===== src/rtl/instr_fetch_ctrl_if.sv =====
// Bundle of loader, instruction-memory and decode-stage signals around the
// instruction fetch controller. The controller uses the master modport; the
// surrounding system (loader, memory, decode) uses the slave modport.
interface instr_fetch_ctrl_if #(
  parameter int unsigned ADDR_W = 16
);
  // phase control
  logic              start_load;
  logic              run;
  // loader word stream
  logic              ld_valid;
  logic [31:0]       ld_data;
  logic              ld_last;
  logic              ld_ready;
  // instruction memory byte port
  logic [ADDR_W-1:0] mem_addr;
  logic              mem_we;
  logic [7:0]        mem_wdata;
  logic [7:0]        mem_rdata;
  // decode-stage handshake
  logic              inst_valid;
  logic [31:0]       inst;
  logic [31:0]       inst_pc;
  logic              inst_ready;
  // control-flow redirect
  logic              redir_valid;
  logic [31:0]       redir_pc;
  // status
  logic              busy;
  logic              load_done;
  logic              align_err;

  modport master (
    input  start_load, run,
    input  ld_valid, ld_data, ld_last,
    output ld_ready,
    output mem_addr, mem_we, mem_wdata,
    input  mem_rdata,
    output inst_valid, inst, inst_pc,
    input  inst_ready,
    input  redir_valid, redir_pc,
    output busy, load_done, align_err
  );

  modport slave (
    output start_load, run,
    output ld_valid, ld_data, ld_last,
    input  ld_ready,
    input  mem_addr, mem_we, mem_wdata,
    output mem_rdata,
    input  inst_valid, inst, inst_pc,
    output inst_ready,
    output redir_valid, redir_pc,
    input  busy, load_done, align_err
  );
endinterface


===== src/rtl/instr_fetch_ctrl.sv =====
// Instruction fetch controller. Owns the single byte port of a big-endian
// byte-addressed instruction memory and time-shares it between a boot-load
// phase (32-bit loader words written one byte per cycle) and a fetch phase
// (four byte reads assembled into an instruction, offered to decode over a
// valid/ready handshake). All outputs are registered, so each transition
// also sets up the memory address/data for the cycle that follows it.
module instr_fetch_ctrl #(
  parameter int unsigned       ADDR_W    = 16,
  parameter logic [31:0]       RESET_PC  = 32'h0000_0000,
  parameter logic [ADDR_W-1:0] LOAD_BASE = '0
) (
  input  logic                 clk,
  input  logic                 rst_n,
  instr_fetch_ctrl_if.master   bus
);

  typedef enum logic [2:0] {
    IDLE,
    LOAD_WAIT,
    LOAD_WR,
    FETCH,
    HOLD,
    ERR
  } state_e;

  state_e            state_q;
  logic [31:0]       pc_q;
  logic [ADDR_W-1:0] wAddr_q;
  logic [31:0]       word_q;
  logic              last_q;
  logic [1:0]        k_q;

  logic              ldReady_q;
  logic [ADDR_W-1:0] memAddr_q;
  logic              memWe_q;
  logic [7:0]        memWdata_q;
  logic              instValid_q;
  logic [31:0]       inst_q;
  logic [31:0]       instPc_q;
  logic              busy_q;
  logic              loadDone_q;
  logic              alignErr_q;

  logic [1:0]        kPlus1_d;
  logic [ADDR_W-1:0] wrNextAddr_d;
  logic [ADDR_W-1:0] fetchNextAddr_d;
  logic [31:0]       pcPlus4_d;
  logic [7:0]        wrNextByte_d;

  // Next byte address / byte lane for the step after the current k, and the sequential pc.
  always_comb begin
    kPlus1_d        = k_q + 2'd1;
    wrNextAddr_d    = wAddr_q + ADDR_W'(kPlus1_d);
    fetchNextAddr_d = pc_q[ADDR_W-1:0] + ADDR_W'(kPlus1_d);
    pcPlus4_d       = pc_q + 32'd4;
    case (kPlus1_d)
      2'd1:    wrNextByte_d = word_q[23:16];
      2'd2:    wrNextByte_d = word_q[15:8];
      2'd3:    wrNextByte_d = word_q[7:0];
      default: wrNextByte_d = word_q[31:24];
    endcase
  end

  // Sequencer: state, pc, load pointer and all registered outputs.
  always_ff @(posedge clk) begin
    if (!rst_n) begin
      state_q     <= IDLE;
      pc_q        <= RESET_PC;
      wAddr_q     <= LOAD_BASE;
      word_q      <= '0;
      last_q      <= 1'b0;
      k_q         <= '0;
      ldReady_q   <= 1'b0;
      memAddr_q   <= '0;
      memWe_q     <= 1'b0;
      memWdata_q  <= '0;
      instValid_q <= 1'b0;
      inst_q      <= '0;
      instPc_q    <= '0;
      busy_q      <= 1'b0;
      loadDone_q  <= 1'b0;
      alignErr_q  <= 1'b0;
    end else begin
      loadDone_q <= 1'b0;
      case (state_q)
        IDLE: begin
          if (bus.start_load) begin
            wAddr_q   <= LOAD_BASE;
            ldReady_q <= 1'b1;
            busy_q    <= 1'b1;
            state_q   <= LOAD_WAIT;
          end else if (bus.run) begin
            pc_q      <= RESET_PC;
            k_q       <= '0;
            memAddr_q <= RESET_PC[ADDR_W-1:0];
            busy_q    <= 1'b1;
            state_q   <= FETCH;
          end
        end

        LOAD_WAIT: begin
          if (bus.ld_valid) begin
            word_q     <= bus.ld_data;
            last_q     <= bus.ld_last;
            k_q        <= '0;
            ldReady_q  <= 1'b0;
            memWe_q    <= 1'b1;
            memAddr_q  <= wAddr_q;
            memWdata_q <= bus.ld_data[31:24];
            state_q    <= LOAD_WR;
          end
        end

        LOAD_WR: begin
          if (k_q != 2'd3) begin
            k_q        <= kPlus1_d;
            memAddr_q  <= wrNextAddr_d;
            memWdata_q <= wrNextByte_d;
          end else begin
            memWe_q <= 1'b0;
            wAddr_q <= wAddr_q + ADDR_W'(4);
            k_q     <= '0;
            if (last_q) begin
              loadDone_q <= 1'b1;
              pc_q       <= RESET_PC;
              memAddr_q  <= RESET_PC[ADDR_W-1:0];
              state_q    <= FETCH;
            end else begin
              ldReady_q <= 1'b1;
              state_q   <= LOAD_WAIT;
            end
          end
        end

        FETCH, HOLD: begin
          if (bus.redir_valid) begin
            // A redirect discards whatever is partially assembled or held.
            instValid_q <= 1'b0;
            if (bus.redir_pc[1:0] == 2'b00) begin
              pc_q      <= bus.redir_pc;
              k_q       <= '0;
              memAddr_q <= bus.redir_pc[ADDR_W-1:0];
              state_q   <= FETCH;
            end else begin
              alignErr_q <= 1'b1;
              busy_q     <= 1'b0;
              state_q    <= ERR;
            end
          end else if (state_q == FETCH) begin
            case (k_q)
              2'd0:    inst_q[31:24] <= bus.mem_rdata;
              2'd1:    inst_q[23:16] <= bus.mem_rdata;
              2'd2:    inst_q[15:8]  <= bus.mem_rdata;
              default: inst_q[7:0]   <= bus.mem_rdata;
            endcase
            if (k_q == 2'd3) begin
              instValid_q <= 1'b1;
              instPc_q    <= pc_q;
              state_q     <= HOLD;
            end else begin
              k_q       <= kPlus1_d;
              memAddr_q <= fetchNextAddr_d;
            end
          end else if (bus.inst_ready) begin
            instValid_q <= 1'b0;
            pc_q        <= pcPlus4_d;
            k_q         <= '0;
            memAddr_q   <= pcPlus4_d[ADDR_W-1:0];
            state_q     <= FETCH;
          end
        end

        ERR: begin
          // Parked until reset; outputs keep their values.
        end

        default: begin
          state_q <= IDLE;
          busy_q  <= 1'b0;
          memWe_q <= 1'b0;
        end
      endcase
    end
  end

  assign bus.ld_ready   = ldReady_q;
  assign bus.mem_addr   = memAddr_q;
  assign bus.mem_we     = memWe_q;
  assign bus.mem_wdata  = memWdata_q;
  assign bus.inst_valid = instValid_q;
  assign bus.inst       = inst_q;
  assign bus.inst_pc    = instPc_q;
  assign bus.busy       = busy_q;
  assign bus.load_done  = loadDone_q;
  assign bus.align_err  = alignErr_q;

endmodule


===== src/flat_wrapper.sv =====
// flat-port wrapper written by rule: the top's interface ports become plain ports
module instr_fetch_ctrl_flat 
#(
  parameter int unsigned       ADDR_W    = 16,
  parameter logic [31:0]       RESET_PC  = 32'h0000_0000,
  parameter logic [ADDR_W-1:0] LOAD_BASE = '0
)
  (clk, rst_n, bus_start_load, bus_run, bus_ld_valid, bus_ld_data, bus_ld_last, bus_ld_ready, bus_mem_addr, bus_mem_we, bus_mem_wdata, bus_mem_rdata, bus_inst_valid, bus_inst, bus_inst_pc, bus_inst_ready, bus_redir_valid, bus_redir_pc, bus_busy, bus_load_done, bus_align_err);
  instr_fetch_ctrl_if #(.ADDR_W(ADDR_W)) bus_i ();
  input  logic clk;
  input  logic rst_n;
  input wire logic [$bits(bus_i.start_load)-1:0] bus_start_load;
  input wire logic [$bits(bus_i.run)-1:0] bus_run;
  input wire logic [$bits(bus_i.ld_valid)-1:0] bus_ld_valid;
  input wire logic [$bits(bus_i.ld_data)-1:0] bus_ld_data;
  input wire logic [$bits(bus_i.ld_last)-1:0] bus_ld_last;
  output wire logic [$bits(bus_i.ld_ready)-1:0] bus_ld_ready;
  output wire logic [$bits(bus_i.mem_addr)-1:0] bus_mem_addr;
  output wire logic [$bits(bus_i.mem_we)-1:0] bus_mem_we;
  output wire logic [$bits(bus_i.mem_wdata)-1:0] bus_mem_wdata;
  input wire logic [$bits(bus_i.mem_rdata)-1:0] bus_mem_rdata;
  output wire logic [$bits(bus_i.inst_valid)-1:0] bus_inst_valid;
  output wire logic [$bits(bus_i.inst)-1:0] bus_inst;
  output wire logic [$bits(bus_i.inst_pc)-1:0] bus_inst_pc;
  input wire logic [$bits(bus_i.inst_ready)-1:0] bus_inst_ready;
  input wire logic [$bits(bus_i.redir_valid)-1:0] bus_redir_valid;
  input wire logic [$bits(bus_i.redir_pc)-1:0] bus_redir_pc;
  output wire logic [$bits(bus_i.busy)-1:0] bus_busy;
  output wire logic [$bits(bus_i.load_done)-1:0] bus_load_done;
  output wire logic [$bits(bus_i.align_err)-1:0] bus_align_err;
  assign bus_i.start_load = bus_start_load;
  assign bus_i.run = bus_run;
  assign bus_i.ld_valid = bus_ld_valid;
  assign bus_i.ld_data = bus_ld_data;
  assign bus_i.ld_last = bus_ld_last;
  assign bus_ld_ready = bus_i.ld_ready;
  assign bus_mem_addr = bus_i.mem_addr;
  assign bus_mem_we = bus_i.mem_we;
  assign bus_mem_wdata = bus_i.mem_wdata;
  assign bus_i.mem_rdata = bus_mem_rdata;
  assign bus_inst_valid = bus_i.inst_valid;
  assign bus_inst = bus_i.inst;
  assign bus_inst_pc = bus_i.inst_pc;
  assign bus_i.inst_ready = bus_inst_ready;
  assign bus_i.redir_valid = bus_redir_valid;
  assign bus_i.redir_pc = bus_redir_pc;
  assign bus_busy = bus_i.busy;
  assign bus_load_done = bus_i.load_done;
  assign bus_align_err = bus_i.align_err;
  instr_fetch_ctrl #(.ADDR_W(ADDR_W), .RESET_PC(RESET_PC), .LOAD_BASE(LOAD_BASE)) u_core (.clk(clk), .rst_n(rst_n), .bus(bus_i));
endmodule

===== config.mk =====
export PLATFORM = sky130hd
export DESIGN_NAME = instr_fetch_ctrl_flat
export DESIGN_NICKNAME = d
export VERILOG_FILES = /design/src/rtl/instr_fetch_ctrl_if.sv /design/src/rtl/instr_fetch_ctrl.sv /design/src/flat_wrapper.sv
export SDC_FILE = /design/constraint.sdc
export NUM_CORES = 1
export LEC_CHECK = 0
export ABC_AREA = 0
export BUFFER_PORTS_ARGS = -buffer_cell sky130_fd_sc_hd__buf_2
export CORE_AREA = 2 2 115 145
export CTS_CLUSTER_DIAMETER = 150
export CTS_CLUSTER_SIZE = 28
export DETAILED_ROUTE_END_ITERATION = 8
export DIE_AREA = 0 0 117 147
export PLACE_DENSITY = 0.87
export SLEW_MARGIN = 10
export SYNTH_ARGS = -nofsm -noshare
export SYNTH_HDL_FRONTEND = slang
export SYNTH_SLANG_ARGS = --single-unit

===== constraint.sdc =====
create_clock -name clk -period 7.8 [get_ports clk]
set_input_delay 1.17 -clock clk [delete_from_list [all_inputs] [get_ports clk]]
set_output_delay 1.17 -clock clk [all_outputs]
set_load 0.02 [all_outputs]

==> impl_results.rst, run 1 <==
.. list-table::
   :header-rows: 1

   * - Metric
     - Value
   * - NumNets Final
     - 1328
   * - Worst Hold Class
     - flop to flop
   * - Number of buffers inserted to repair setup after CTS
     - 0
   * - Run status
     - finished clean
   * - Clock H-tree levels
     - 4
   * - Total clock buffers created by CTS
     - 17
   * - Routed vias
     - 8836
   * - Setup slack of the most critical reg-to-reg path
     - 4.51 ns
   * - Prevailing post-synth register cell
     - sky130_fd_sc_hd__dfxtp_1
   * - Placed wire-length estimate
     - 17.2 mm
   * - Share of synthesized area occupied by flip-flops and latches
     - 41.4%
   * - Crit path max fanout
     - 74
   * - Cell count after synthesis
     - 1126
   * - Max-capacitance violation count
     - 0
   * - Synthesized net count
     - 1217
   * - Height of the chip
     - 147 um
   * - Number of pins exceeding their max-slew limit in the final report
     - 0
   * - Cell Area, Placed
     - 0.00944 mm^2
   * - Maximum number of pins on one net before global-route repair
     - 77
   * - Fin worst setup slack
     - 3.77 ns
   * - Yosys Warn Count
     - 0
   * - DRC
     - 0
   * - Element type at the critical path end
     - flop
   * - Drt initial violations
     - 774
   * - Number of global-route vias before repair
     - 7998
   * - Achievable clock frequency
     - 0.248 GHz
   * - GPL Wtd Cong
     - 0.924
   * - Number of buffers between clock root and the deepest sink
     - 2
   * - Number of flip-flops and latches in the synthesized netlist
     - 178
   * - Filler instances
     - 1424
   * - Antenna violation net count after detailed routing
     - 0
   * - Via count normalized by instance count
     - 6.03
   * - Setup CP Type
     - input pin to flop
   * - Final global-route overflow total
     - 0
   * - Crit share post-route
     - 51.7%
   * - Clock Skews
     - 0.00767 ns
   * - Initial antenna violation count
     - 1
   * - Endpoint arrival time on the critical path
     - 4.39 ns
   * - Final routed wire length divided by cell count
     - 17.0 um
   * - Clock tree from TritonCTS
     - done
   * - Final hold vios
     - 0
   * - GRT Util Overall
     - 28.9%
   * - Setup WS pre-CTS
     - 3.52 ns
   * - Beginning of the worst register-to-register path
     - u_core.k_q[1]
   * - Total placed cells including tap cells
     - 1434
   * - Clock insertion delay at the later pin of the skew report
     - 0.43 ns
   * - Kind of start point of the critical path
     - input pin
   * - Worst ir drop on vdd
     - 0.230 mV
   * - P&R area growth vs syn
     - 16.5%
   * - Leakage
     - 3.88 nW
   * - Clock transition at the registers of the reported paths
     - 0.07 ns
   * - Antenna cells
     - 0
   * - Start point of the worst min-delay path
     - u_core.bus.inst[15]
   * - Number of cells on the worst reg-to-reg path
     - 7
   * - Clock tree root buffer cell
     - sky130_fd_sc_hd__clkbuf_16
   * - Non-filler cells in the finished layout
     - 1466
   * - First-pass GRT wire length
     - 39.6 mm
   * - Die Wd
     - 117 um
   * - Initial standard-cell utilization of the core
     - 54.0%
   * - Min Clock Period, post-route
     - 4.03 ns
   * - Post-cts gate resize count
     - 0
   * - Ports placed on the boundary
     - 174
   * - Core footprint
     - 0.0159 mm^2
   * - Number of synthesized flops with an enable pin
     - 0
   * - Setup violators final
     - 0
   * - R2R Path End
     - u_core.pc_q[29]
   * - Fraction of registers with async set or reset after synthesis
     - 0%
   * - Accumulated negative setup slack
     - 0 ns
   * - Port Buffers
     - 173
   * - Required time of the worst setup path
     - 8.15 ns
   * - Share of cells above drive strength 1
     - 18.8%
   * - RSZ-0062 raised after global routing
     - no
   * - Actual transition at the worst max-transition pin
     - 1.19 ns
   * - Mean cell area of the mapped netlist
     - 7.65 um^2
   * - Hold Crit Endpoint
     - u_core.bus.inst[15]
   * - Headroom to the max-slew limit
     - 20.5%
   * - Total Routed Length
     - 25.0 mm
   * - Post-Synthesis Cell Area
     - 0.00861 mm^2
   * - Hold-fix buffer count after cts
     - 0
   * - Areal power density over the cells
     - 263 mW/mm^2
   * - Worst hold path cell count
     - 2
   * - Finished layout cell area
     - 0.0100 mm^2
   * - Library cells used by synthesis
     - 68
   * - Number of cell rows
     - 52
   * - Area of the die
     - 0.0172 mm^2
   * - Number of sinks driven by the clock tree
     - 178
   * - Sum of internal, switching and leakage power
     - 2.64 mW
   * - Drt first pass iters
     - 6
registers in the layout (all words and copies together), names as in the netlist:
signal / flops
u_core.pc_q: 32
u_core.bus.inst_valid: 1
u_core.bus.mem_we: 1
u_core.bus.busy: 1
u_core.bus.align_err: 1
u_core.bus.mem_wdata: 8
u_core.bus.load_done: 1
u_core.state_q: 3
u_core.k_q: 2
u_core.bus.inst_pc: 32
u_core.bus.mem_addr: 16
u_core.bus.inst: 32
u_core.last_q: 1
u_core.wAddr_q: 14
u_core.word_q: 32
u_core.bus.ld_ready: 1
layout make-up:
class / count / area, um^2 / area share, %
Sequential cell: 178 / 3560 / 35.5
Multi-Input combinational cell: 846 / 4640 / 46.2
Clock inverter: 12 / 145 / 1.45
Tap cell: 216 / 270 / 2.69
Timing Repair Buffer: 180 / 918 / 9.15
Clock buffer: 20 / 447 / 4.45
Inverter: 14 / 55.1 / 0.549
how the worst max path moves through the flow:
stage | from | endpoint | slack (ns) | cells after the start
after floorplan | bus_redir_valid | u_core.bus.mem_addr[10] | 5.02 | 9
after global placement | bus_redir_valid | u_core.pc_q[24] | 3.60 | 8
after detailed placement | bus_redir_valid | u_core.pc_q[29] | 3.52 | 8
after CTS | bus_redir_valid | u_core.pc_q[29] | 3.89 | 8
after global routing | bus_redir_valid | u_core.pc_q[29] | 3.56 | 8
final | bus_redir_valid | u_core.pc_q[29] | 3.77 | 8
logic make-up (layout without fill, tap and decap cells):
logic type,count (synthesis),in the layout,share of synthesized area [%]
AND/OR/NAND/NOR,481,481,25.0
buffers and inverters,102,226,4.89
adder cells (fa/ha/maj),11,11,1.68
AO/OA/AOI/OAI,317,317,23.0
flip-flops,178,178,41.4
XOR/XNOR,19,19,1.93
multiplexers,17,17,2.06
other,1,1,0.0435
per-layer routing:
layer  vias to the layer above  part of all wire (%)  GRT usage (%)
met5                         -                     0              0
met4                         0                   5.8           18.1
met3                        96                   6.4           5.61
met2                       417                    49           46.7
met1                      4112                    39           34.7
li1                       4211                     -              -
critical path, stage by stage:
cell and delay [ns]:
sky130_fd_sc_hd__buf_2 0.07, sky130_fd_sc_hd__buf_4 0.57, sky130_fd_sc_hd__inv_1 0.61, sky130_fd_sc_hd__a21oi_1 0.34, sky130_fd_sc_hd__a21o_1 0.95, sky130_fd_sc_hd__nand2_1 0.29
sky130_fd_sc_hd__o31ai_1 0.18, sky130_fd_sc_hd__o2bb2ai_1 0.16
through the flow:
stage,util [%],hold WS [ns]
5_1_grt,63.0,0.466
4_1_cts,63.0,0.452
6_report,63.0,0.451
3_3_place_gp,59.2,0.439
2_1_floorplan,-,0.436
3_5_place_dp,59.2,0.443
cell usage after synthesis (all sizes together) (7+ instances only):
cell type | count | area share (%)
nand2 | 250 | 11
dfxtp | 178 | 41
a21oi | 160 | 9.3
nor2 | 84 | 3.7
clkbuf | 71 | 3.1
nand3 | 55 | 3.2
o21ai | 30 | 1.7
nor3 | 25 | 1.6
o22ai | 20 | 1.5
buf | 17 | 1.2
inv | 14 | 0.61
o211ai | 12 | 1.1
mux2i | 11 | 1.3
xnor2 | 11 | 1.1
a222oi | 10 | 1.2
a22o | 10 | 1.0
ha | 10 | 1.5
nand4 | 10 | 0.73
a22oi | 9 | 0.78
a32oi | 9 | 0.92
xor2 | 8 | 0.81
and2 | 7 | 0.57
nand2b | 7 | 0.51
nor4 | 7 | 0.51
o221ai | 7 | 0.71
cell usage in the layout (no fill, tap or decap), types with 7 or more instances in the layout:
cell type / count
sky130_fd_sc_hd__a21oi_1: 160
sky130_fd_sc_hd__a222oi_1: 10
sky130_fd_sc_hd__a22o_1: 10
sky130_fd_sc_hd__a22oi_1: 9
sky130_fd_sc_hd__a32oi_1: 9
sky130_fd_sc_hd__buf_2: 173
sky130_fd_sc_hd__buf_4: 7
sky130_fd_sc_hd__clkbuf_16: 17
sky130_fd_sc_hd__dfxtp_1: 178
sky130_fd_sc_hd__ha_1: 10
sky130_fd_sc_hd__inv_1: 13
sky130_fd_sc_hd__mux2i_1: 11
sky130_fd_sc_hd__nand2_1: 250
sky130_fd_sc_hd__nand2b_1: 7
sky130_fd_sc_hd__nand3_1: 55
sky130_fd_sc_hd__nand4_1: 10
sky130_fd_sc_hd__nor2_1: 82
sky130_fd_sc_hd__nor3_1: 22
sky130_fd_sc_hd__nor4_1: 7
sky130_fd_sc_hd__o211ai_1: 11
sky130_fd_sc_hd__o21ai_0: 30
sky130_fd_sc_hd__o221ai_1: 7
sky130_fd_sc_hd__o22ai_1: 20
sky130_fd_sc_hd__xnor2_1: 11
sky130_fd_sc_hd__xor2_1: 8
power breakdown:
group,switching [mW],internal [mW]
registers,0.0813,0.981
clock network,0.377,0.488
logic,0.483,0.234
No activity file was read; power rests on OpenSTA's default activity.
==> run 2: changes to the inputs <==
--- a/config.mk
+++ b/config.mk
@@ -7,12 +7,12 @@
 export LEC_CHECK = 0
 export ABC_AREA = 0
 export BUFFER_PORTS_ARGS = -buffer_cell sky130_fd_sc_hd__buf_2
-export CORE_AREA = 2 2 115 145
+export CORE_AREA = 2 2 121 152
 export CTS_CLUSTER_DIAMETER = 150
 export CTS_CLUSTER_SIZE = 28
 export DETAILED_ROUTE_END_ITERATION = 8
-export DIE_AREA = 0 0 117 147
-export PLACE_DENSITY = 0.87
+export DIE_AREA = 0 0 123 154
+export PLACE_DENSITY = 0.84
 export SLEW_MARGIN = 10
 export SYNTH_ARGS = -nofsm -noshare
 export SYNTH_HDL_FRONTEND = slang
==> constraint.sdc (replaced) <==
create_clock -name clk -period 3.6 [get_ports clk]
set_input_delay 0.54 -clock clk [delete_from_list [all_inputs] [get_ports clk]]
set_output_delay 0.54 -clock clk [all_outputs]
set_load 0.02 [all_outputs]
==> run 2 against run 1 <==
Effect of this change: sequential share of layout area fell by 0.35 points; critical path depth increased by 2; clock skew increased by 0.0075 ns; final cell count grew 1.4%; routed wire length up 4.0%; non-clock buffer count grew 13; via count is 0.77% lower; sequential power rose by 120%.
==> impl_results.rst, run 2 (synthesis gave the netlist of run 1 again) <==
.. list-table::
   :header-rows: 1

   * - Metric
     - Value
   * - Run status
     - finished clean
   * - Clock tree root buffer cell
     - sky130_fd_sc_hd__clkbuf_16
   * - Met1 Track Usage GR
     - 33.6% (-1.2 points)
   * - Crit path max fanout
     - 5 (-93%)
   * - Core footprint
     - 0.0174 mm^2 (+9.4%)
   * - Routed vias
     - 8768 (-0.77%)
   * - Accumulated negative setup slack
     - 0 ns (unchanged)
   * - Initial antenna violation count
     - 0 (-1)
   * - Max-capacitance violation count
     - 0 (unchanged)
   * - Die Wd
     - 123 um (+5.1%)
   * - Global route hottest layer
     - met2
   * - Source of the critical timing path
     - u_core.k_q[0]
   * - Min Clock Period, post-route
     - 3.00 ns
   * - Share of cells above drive strength 1
     - 19.6% (+0.84 points)
   * - Cell repeated most along the worst path
     - sky130_fd_sc_hd__inv_1
   * - Clock tree from TritonCTS
     - done
   * - Final standard cell utilization of the core
     - 58.1% (-4.8 points)
   * - Start point of the worst min-delay path
     - bus_ld_data[19]
   * - RSZ-0062 raised after global routing
     - no
   * - Fraction of met2 tracks used by global routing
     - 44.3% (-2.4 points)
   * - Achievable clock frequency
     - 0.334 GHz
   * - DRC
     - 0 (unchanged)
   * - Number of buffers between clock root and the deepest sink
     - 2 (unchanged)
   * - Endpoint arrival time on the critical path
     - 3.37 ns (-1.02 ns)
   * - Areal power density over the cells
     - 571 mW/mm^2 (+120%)
   * - Sum of internal, switching and leakage power
     - 5.79 mW (+120%)
   * - Antenna violation net count after detailed routing
     - 0 (unchanged)
   * - Leading cell type in the layout, fill and taps excluded
     - sky130_fd_sc_hd__nand2_1
   * - Met3 Resource Use GR
     - 5.34% (-0.27 points)
   * - Switching power of the nets
     - 2.13 mW (+130%)
   * - Clock insertion delay at the later pin of the skew report
     - 0.44 ns (about the same)
   * - Largest incremental delay on the critical path
     - 0.54 ns (-0.41 ns)
   * - Ports placed on the boundary
     - 174 (unchanged)
   * - Beginning of the worst register-to-register path
     - u_core.k_q[0]
   * - Clock H-tree levels
     - 4 (unchanged)
   * - Headroom to the max-slew limit
     - 39.1% (+19 points)
   * - Number of sinks driven by the clock tree
     - 178 (unchanged)
   * - Drt first pass iters
     - 6 (unchanged)
   * - Antenna cells
     - 0 (unchanged)
   * - Setup violators final
     - 0 (unchanged)
   * - Cell chain of the critical path
     - inv_1, ha_1, inv_1, fa_1, and4b_4, or4b_1, or3_1, a31oi_1, a221oi_1, o2bb2ai_1
   * - Clock Skews
     - 0.0151 ns (+0.00747 ns)
   * - Leakage
     - 3.94 nW (+1.7%)
   * - Element type at the critical path end
     - flop
   * - Initial standard-cell utilization of the core
     - 49.4% (-4.6 points)
   * - Number of global-route vias before repair
     - 8094 (+1.2%)
   * - Total clock buffers created by CTS
     - 17 (unchanged)
   * - Clock transition at the registers of the reported paths
     - 0.07 ns (about the same)
   * - NumNets Final
     - 1341 (+0.98%)
   * - Number of cell rows
     - 54 (+3.8%)
   * - Total placed cells including tap cells
     - 1455 (+1.5%)
   * - Finished layout cell area
     - 0.0101 mm^2 (+0.98%)
   * - Drt initial violations
     - 898 (+16%)
   * - Final routed wire length divided by cell count
     - 17.5 um (+2.6%)
   * - Worst ir drop on vdd
     - 0.349 mV (+51%)
   * - Share of total power in sequential cells
     - 39.4% (-0.8 points)
   * - First-pass GRT wire length
     - 41.0 mm (+3.6%)
   * - Most frequent cells in the layout
     - 250 x sky130_fd_sc_hd__nand2_1, 178 x sky130_fd_sc_hd__dfxtp_1, 173 x sky130_fd_sc_hd__buf_2
   * - Share of total power in the clock network
     - 31.9% (-0.8 points)
   * - Area of the die
     - 0.0189 mm^2 (+10%)
   * - Part of the total power dissipated in combinational logic
     - 28.7% (+1.6 points)
   * - Worst Hold Class
     - input pin to flop
   * - Kind of start point of the critical path
     - flop
   * - Final global-route overflow total
     - 0 (unchanged)
   * - P&R area growth vs syn
     - 17.6%
   * - Int Power
     - 3.66 mW (+120%)
   * - Hold-fix buffer count after cts
     - 0 (unchanged)
   * - Post-cts gate resize count
     - 0 (unchanged)
   * - Switching part of the total power
     - 36.7% (+1.1 points)
   * - Cell Area, Placed
     - 0.00956 mm^2 (+1.3%)
   * - Via count normalized by instance count
     - 5.90 (-2.2%)
   * - Crit-path slowest cell
     - sky130_fd_sc_hd__or4b_1
   * - Port Buffers
     - 173 (unchanged)
   * - Non-filler cells in the finished layout
     - 1487 (+1.4%)
   * - Height of the chip
     - 154 um (+4.8%)
   * - Number of pins exceeding their max-slew limit in the final report
     - 0 (unchanged)
   * - Filler instances
     - 1615 (+13%)
   * - Fin worst setup slack
     - 0.604 ns (-3.16 ns)
   * - Number of buffers inserted to repair setup after CTS
     - 0 (unchanged)
   * - Setup WS pre-CTS
     - 0.620 ns (-2.90 ns)
   * - Total Routed Length
     - 26.0 mm (+4.0%)
   * - Setup CP Type
     - flop to flop
   * - Crit share post-route
     - 83.2%
   * - Placed wire-length estimate
     - 18.1 mm (+5.2%)
   * - Actual transition at the worst max-transition pin
     - 0.906 ns (-0.287 ns)
   * - GRT Util Overall
     - 27.2% (-1.7 points)
   * - Final hold vios
     - 0 (unchanged)
   * - GPL Wtd Cong
     - 0.982 (+6.3%)
   * - Required time of the worst setup path
     - 3.97 ns (-4.18 ns)
   * - Hold slack final
     - 0.337 ns (-0.114 ns)
   * - Maximum number of pins on one net before global-route repair
     - 65 (-16%)
-- run 2: final cells by class --
type	instances	area, um^2	share of cell area, %
clock buffers	19	433	4.27
clock inverters	13	138	1.36
inverters	14	55.1	0.543
multi-input cells	846	4640	45.8
flip-flops and latches	178	3560	35.2
well taps	224	280	2.77
repair buffers	193	1030	10.1
-- run 2: routing by layer --
metal	share of wire, %	up-vias
met5	0	-
met4	4.2	0
met3	7.6	75
met2	49	420
met1	39	4035
li1	-	4238
-- run 2: final timing paths --
check | end | slack, ns | cells after the start
max | u_core.bus.mem_addr[14] | 0.60 | 10
min | u_core.word_q[19] | 0.34 | 3
max reg2reg | u_core.bus.mem_addr[14] | 0.60 | 10
min reg2reg | u_core.bus.inst_pc[22] | 0.45 | 2
-- run 2: critical path, delay by kind of cell, from the launching register on --
kind | cells | cell delay [ns]
fa+ha+maj | 2 | 0.82
simple gates | 3 | 1.14
flops | 1 | 0.40
compound gates | 3 | 0.38
buf+inv | 2 | 0.21
-- run 2: power groups by stage --
stage / sequential [mW] / combinational (mW) / clock [mW]
global placement: 2.31 / 1.60 / 0
global route: 2.30 / 1.82 / 1.95
CTS: 2.27 / 1.64 / 1.86
floorplan: 2.33 / 1.14 / 0
finish: 2.28 / 1.66 / 1.85
detailed placement: 2.32 / 1.63 / 0
==> run 3: changes to the inputs <==
--- a/config.mk
+++ b/config.mk
@@ -5,14 +5,14 @@
 export SDC_FILE = /design/constraint.sdc
 export NUM_CORES = 1
 export LEC_CHECK = 0
-export ABC_AREA = 0
+export ABC_AREA = 1
 export BUFFER_PORTS_ARGS = -buffer_cell sky130_fd_sc_hd__buf_2
-export CORE_AREA = 2 2 121 152
+export CORE_AREA = 2 2 124 156
 export CTS_CLUSTER_DIAMETER = 150
 export CTS_CLUSTER_SIZE = 28
 export DETAILED_ROUTE_END_ITERATION = 8
-export DIE_AREA = 0 0 123 154
-export PLACE_DENSITY = 0.84
+export DIE_AREA = 0 0 126 158
+export PLACE_DENSITY = 0.83
 export SLEW_MARGIN = 10
 export SYNTH_ARGS = -nofsm -noshare
 export SYNTH_HDL_FRONTEND = slang
==> constraint.sdc (replaced) <==
create_clock -name clk -period 2.5 [get_ports clk]
set_input_delay 0.375 -clock clk [delete_from_list [all_inputs] [get_ports clk]]
set_output_delay 0.375 -clock clk [all_outputs]
set_load 0.02 [all_outputs]
==> run 3 against run 2 <==
Effect of this change: total power increased by 56%; synthesized area increased by 4.9%; combinational power increased by 69%; design area increased by 6.0%; clock power increased by 51%; critical path type unchanged; routed wire length increased by 8.0%.
==> impl_results.rst, run 3 <==
.. list-table::
   :header-rows: 1

   * - Metric
     - Value
   * - Run status
     - finished clean
   * - Accumulated negative setup slack
     - 0 ns (unchanged)
   * - Cell chain of the critical path
     - inv_1, ha_1, inv_1, fa_1, inv_1, nor2_1, inv_2, nand2_1, a21oi_1, o21ai_0, nand2_1, nand2_1, nand2_1, a21oi_1
   * - Port Buffers
     - 173 (unchanged)
   * - Actual transition at the worst max-transition pin
     - 0.594 ns (-0.312 ns)
   * - Main area contributors after synthesis
     - sky130_fd_sc_hd__dfxtp_1 39%, sky130_fd_sc_hd__nand2_1 12%, sky130_fd_sc_hd__nor2_1 10%
   * - First-pass GRT wire length
     - 44.3 mm (+8.0%)
   * - Endpoint arrival time on the critical path
     - 2.59 ns (-0.78 ns)
   * - Die Wd
     - 126 um (+2.4%)
   * - Clock Skews
     - 0.0151 ns (+0.00000120 ns)
   * - Maximum number of pins on one net before global-route repair
     - 125 (+92%)
   * - Height of the chip
     - 158 um (+2.6%)
   * - Synthesized net count
     - 1411 (+16%)
   * - Number of pins exceeding their max-slew limit in the final report
     - 0 (unchanged)
   * - Share of synthesized area occupied by flip-flops and latches
     - 39.4% (-1.9 points)
   * - Final global-route overflow total
     - 0 (unchanged)
   * - Routed vias
     - 9443 (+7.7%)
   * - Most frequent cells in the layout
     - 288 x sky130_fd_sc_hd__nand2_1, 245 x sky130_fd_sc_hd__nor2_1, 177 x sky130_fd_sc_hd__dfxtp_1
   * - Ports placed on the boundary
     - 174 (unchanged)
   * - Hold-fix buffer count after cts
     - 0 (unchanged)
   * - Drt initial violations
     - 732 (-18%)
   * - Areal power density over the cells
     - 843 mW/mm^2 (+48%)
   * - Required time of the worst setup path
     - 2.82 ns (-1.15 ns)
   * - Hold slack final
     - 0.143 ns (-0.194 ns)
   * - Clock tree root buffer cell
     - sky130_fd_sc_hd__clkbuf_16
   * - DRC
     - 0 (unchanged)
   * - Library cells used by synthesis
     - 54 (-21%)
   * - Prevailing post-synth register cell
     - sky130_fd_sc_hd__dfxtp_1
   * - Cell repeated most along the worst path
     - sky130_fd_sc_hd__nand2_1
   * - Element type at the critical path end
     - flop
   * - Max-capacitance violation count
     - 0 (unchanged)
   * - GPL Wtd Cong
     - 0.930 (-5.3%)
   * - Core footprint
     - 0.0185 mm^2 (+6.1%)
   * - Initial standard-cell utilization of the core
     - 48.9% (-0.55 points)
   * - Placed wire-length estimate
     - 20.3 mm (+12%)
   * - Min Clock Period, post-route
     - 2.27 ns (-0.727 ns)
   * - Leakage
     - 4.70 nW (+19%)
   * - Number of flip-flops and latches in the synthesized netlist
     - 178 (unchanged)
   * - Number of cell rows
     - 56 (+3.7%)
   * - Cell type with the highest aggregate area in the netlist
     - sky130_fd_sc_hd__dfxtp_1
   * - Top cell types by occurrence after synthesis
     - 288 x sky130_fd_sc_hd__nand2_1, 245 x sky130_fd_sc_hd__nor2_1, 178 x sky130_fd_sc_hd__dfxtp_1
   * - Number of buffers inserted to repair setup after CTS
     - 0 (unchanged)
   * - Clock H-tree levels
     - 4 (unchanged)
   * - Clock transition at the registers of the reported paths
     - 0.08 ns (about the same)
   * - Clock insertion delay at the later pin of the skew report
     - 0.45 ns (about the same)
   * - Largest incremental delay on the critical path
     - 0.44 ns (-0.10 ns)
   * - Final standard cell utilization of the core
     - 58.1% (about the same)
   * - Top-count cell post-synth
     - sky130_fd_sc_hd__nand2_1
   * - Total Routed Length
     - 28.1 mm (+8.0%)
   * - Finished layout cell area
     - 0.0107 mm^2 (+6.0%)
   * - Share of cells above drive strength 1
     - 20.6% (+1.0 points)
   * - Fraction of registers with async set or reset after synthesis
     - 0% (unchanged)
   * - Setup CP Type
     - flop to flop
   * - Crit share post-route
     - 90.7% (+7.5 points)
   * - Antenna cells
     - 0 (unchanged)
   * - Crit path max fanout
     - 6 (+1)
   * - RSZ-0062 raised after global routing
     - no
   * - Kind of start point of the critical path
     - flop
   * - Cell count after synthesis
     - 1320 (+17%)
   * - P&R area growth vs syn
     - 18.9%
   * - Post-Synthesis Cell Area
     - 0.00904 mm^2 (+4.9%)
   * - Setup violators final
     - 0 (unchanged)
   * - Cell Area, Placed
     - 0.0101 mm^2 (+5.8%)
   * - Final routed wire length divided by cell count
     - 16.3 um (-6.8%)
   * - Clock tree from TritonCTS
     - done
   * - Worst Hold Class
     - input pin to flop
   * - Drt first pass iters
     - 5 (-1)
   * - Achievable clock frequency
     - 0.441 GHz (+32%)
   * - GRT Util Overall
     - 27.8% (+0.64 points)
   * - Area of the die
     - 0.0199 mm^2 (+5.1%)
   * - Yosys Warn Count
     - 0 (unchanged)
   * - Post-cts gate resize count
     - 0 (unchanged)
   * - Number of buffers between clock root and the deepest sink
     - 2 (unchanged)
   * - Crit-path slowest cell
     - sky130_fd_sc_hd__fa_1
   * - Headroom to the max-slew limit
     - 60.4% (+21 points)
   * - Antenna violation net count after detailed routing
     - 0 (unchanged)
   * - Fin worst setup slack
     - 0.231 ns (-0.373 ns)
   * - Number of sinks driven by the clock tree
     - 178 (unchanged)
   * - Setup WS pre-CTS
     - 0.128 ns (-0.491 ns)
   * - Total clock buffers created by CTS
     - 17 (unchanged)
   * - Initial antenna violation count
     - 0 (unchanged)
   * - Via count normalized by instance count
     - 5.48 (-7.1%)
   * - Synth top area share
     - 39.4% (-1.9 points)
   * - Number of global-route vias before repair
     - 8858 (+9.4%)
   * - NumNets Final
     - 1570 (+17%)
   * - Final hold vios
     - 0 (unchanged)
   * - Leading cell type in the layout, fill and taps excluded
     - sky130_fd_sc_hd__nand2_1
   * - Number of synthesized flops with an enable pin
     - 0 (unchanged)
   * - Worst ir drop on vdd
     - 0.563 mV (+61%)
   * - Mean cell area of the mapped netlist
     - 6.85 um^2 (-10%)
## run 3: cell types whose count changed after synthesis, moves of 37 or more
cell / before / now
sky130_fd_sc_hd__a21oi_1: 160 / 71
sky130_fd_sc_hd__nor2_1: 83 / 245
sky130_fd_sc_hd__o21ai_0: 30 / 152
sky130_fd_sc_hd__inv_1: 13 / 78
sky130_fd_sc_hd__nand2_1: 250 / 288
sky130_fd_sc_hd__clkbuf_1: 71 / 34
## run 3: critical path, delay by kind of cell, from the launching register on
kind            cells  cell delay (ns)
fa+ha+maj           2             0.77
buf+inv             4             0.40
flops               1             0.36
simple gates        5             0.35
compound gates      3             0.27
## run 3: worst paths after layout
kind                        start                     end  slack (ns)  cells past startpoint
hold / removal    bus_ld_data[21]       u_core.word_q[21]        0.14                      3
hold reg to reg     u_core.last_q    u_core.bus.load_done        0.47                      2
setup / recovery    u_core.k_q[1]  u_core.bus.mem_addr[4]        0.23                     14
setup reg to reg    u_core.k_q[1]  u_core.bus.mem_addr[4]        0.23                     14
## run 3: logic make-up after synthesis
kind of cell / Yosys count / synth area share (%)
other: 1 / 0.0415
adders and majority gates: 11 / 1.61
and+or+nand+nor: 685 / 32.9
AOI/OAI and AO/OA: 286 / 18.0
xor gates and xnor gates: 12 / 1.16
DFF: 178 / 39.4
buffers and inverters: 147 / 6.86
## run 3: per-stage QoR
step	cells	total power [mW]
6_report	1724	9.06
5_1_grt	1724	9.50
4_1_cts	1724	9.04
3_5_place_dp	1692	6.25
3_3_place_gp	1692	6.20
2_1_floorplan	1320	5.48
## run 3: cell type report
class                           count  area [um^2]
Clock buffer                       17          425
Clock inverter                     15          205
Fill cell                        1793         7750
Inverter                           92          350
Multi-Input combinational cell    995         4860
Sequential cell                   178         3560
Tap cell                          232          290
Timing Repair Buffer              195         1060
## run 3: report_power, final
group | internal [mW] | switching (mW)
Clock | 1.46 | 1.34
Sequential | 3.18 | 0.276
Combinational | 0.825 | 1.97
Total | 5.47 | 3.59
## run 3: per-layer routing
metal | vias to the layer above | part of all wire, % | GRT usage, %
li1 | 4640 | - | -
met2 | 368 | 49 | 48.1
met3 | 77 | 5.6 | 4.39
met5 | - | 0 | 0
met1 | 4358 | 41 | 33.4
met4 | 0 | 4.3 | 14.5
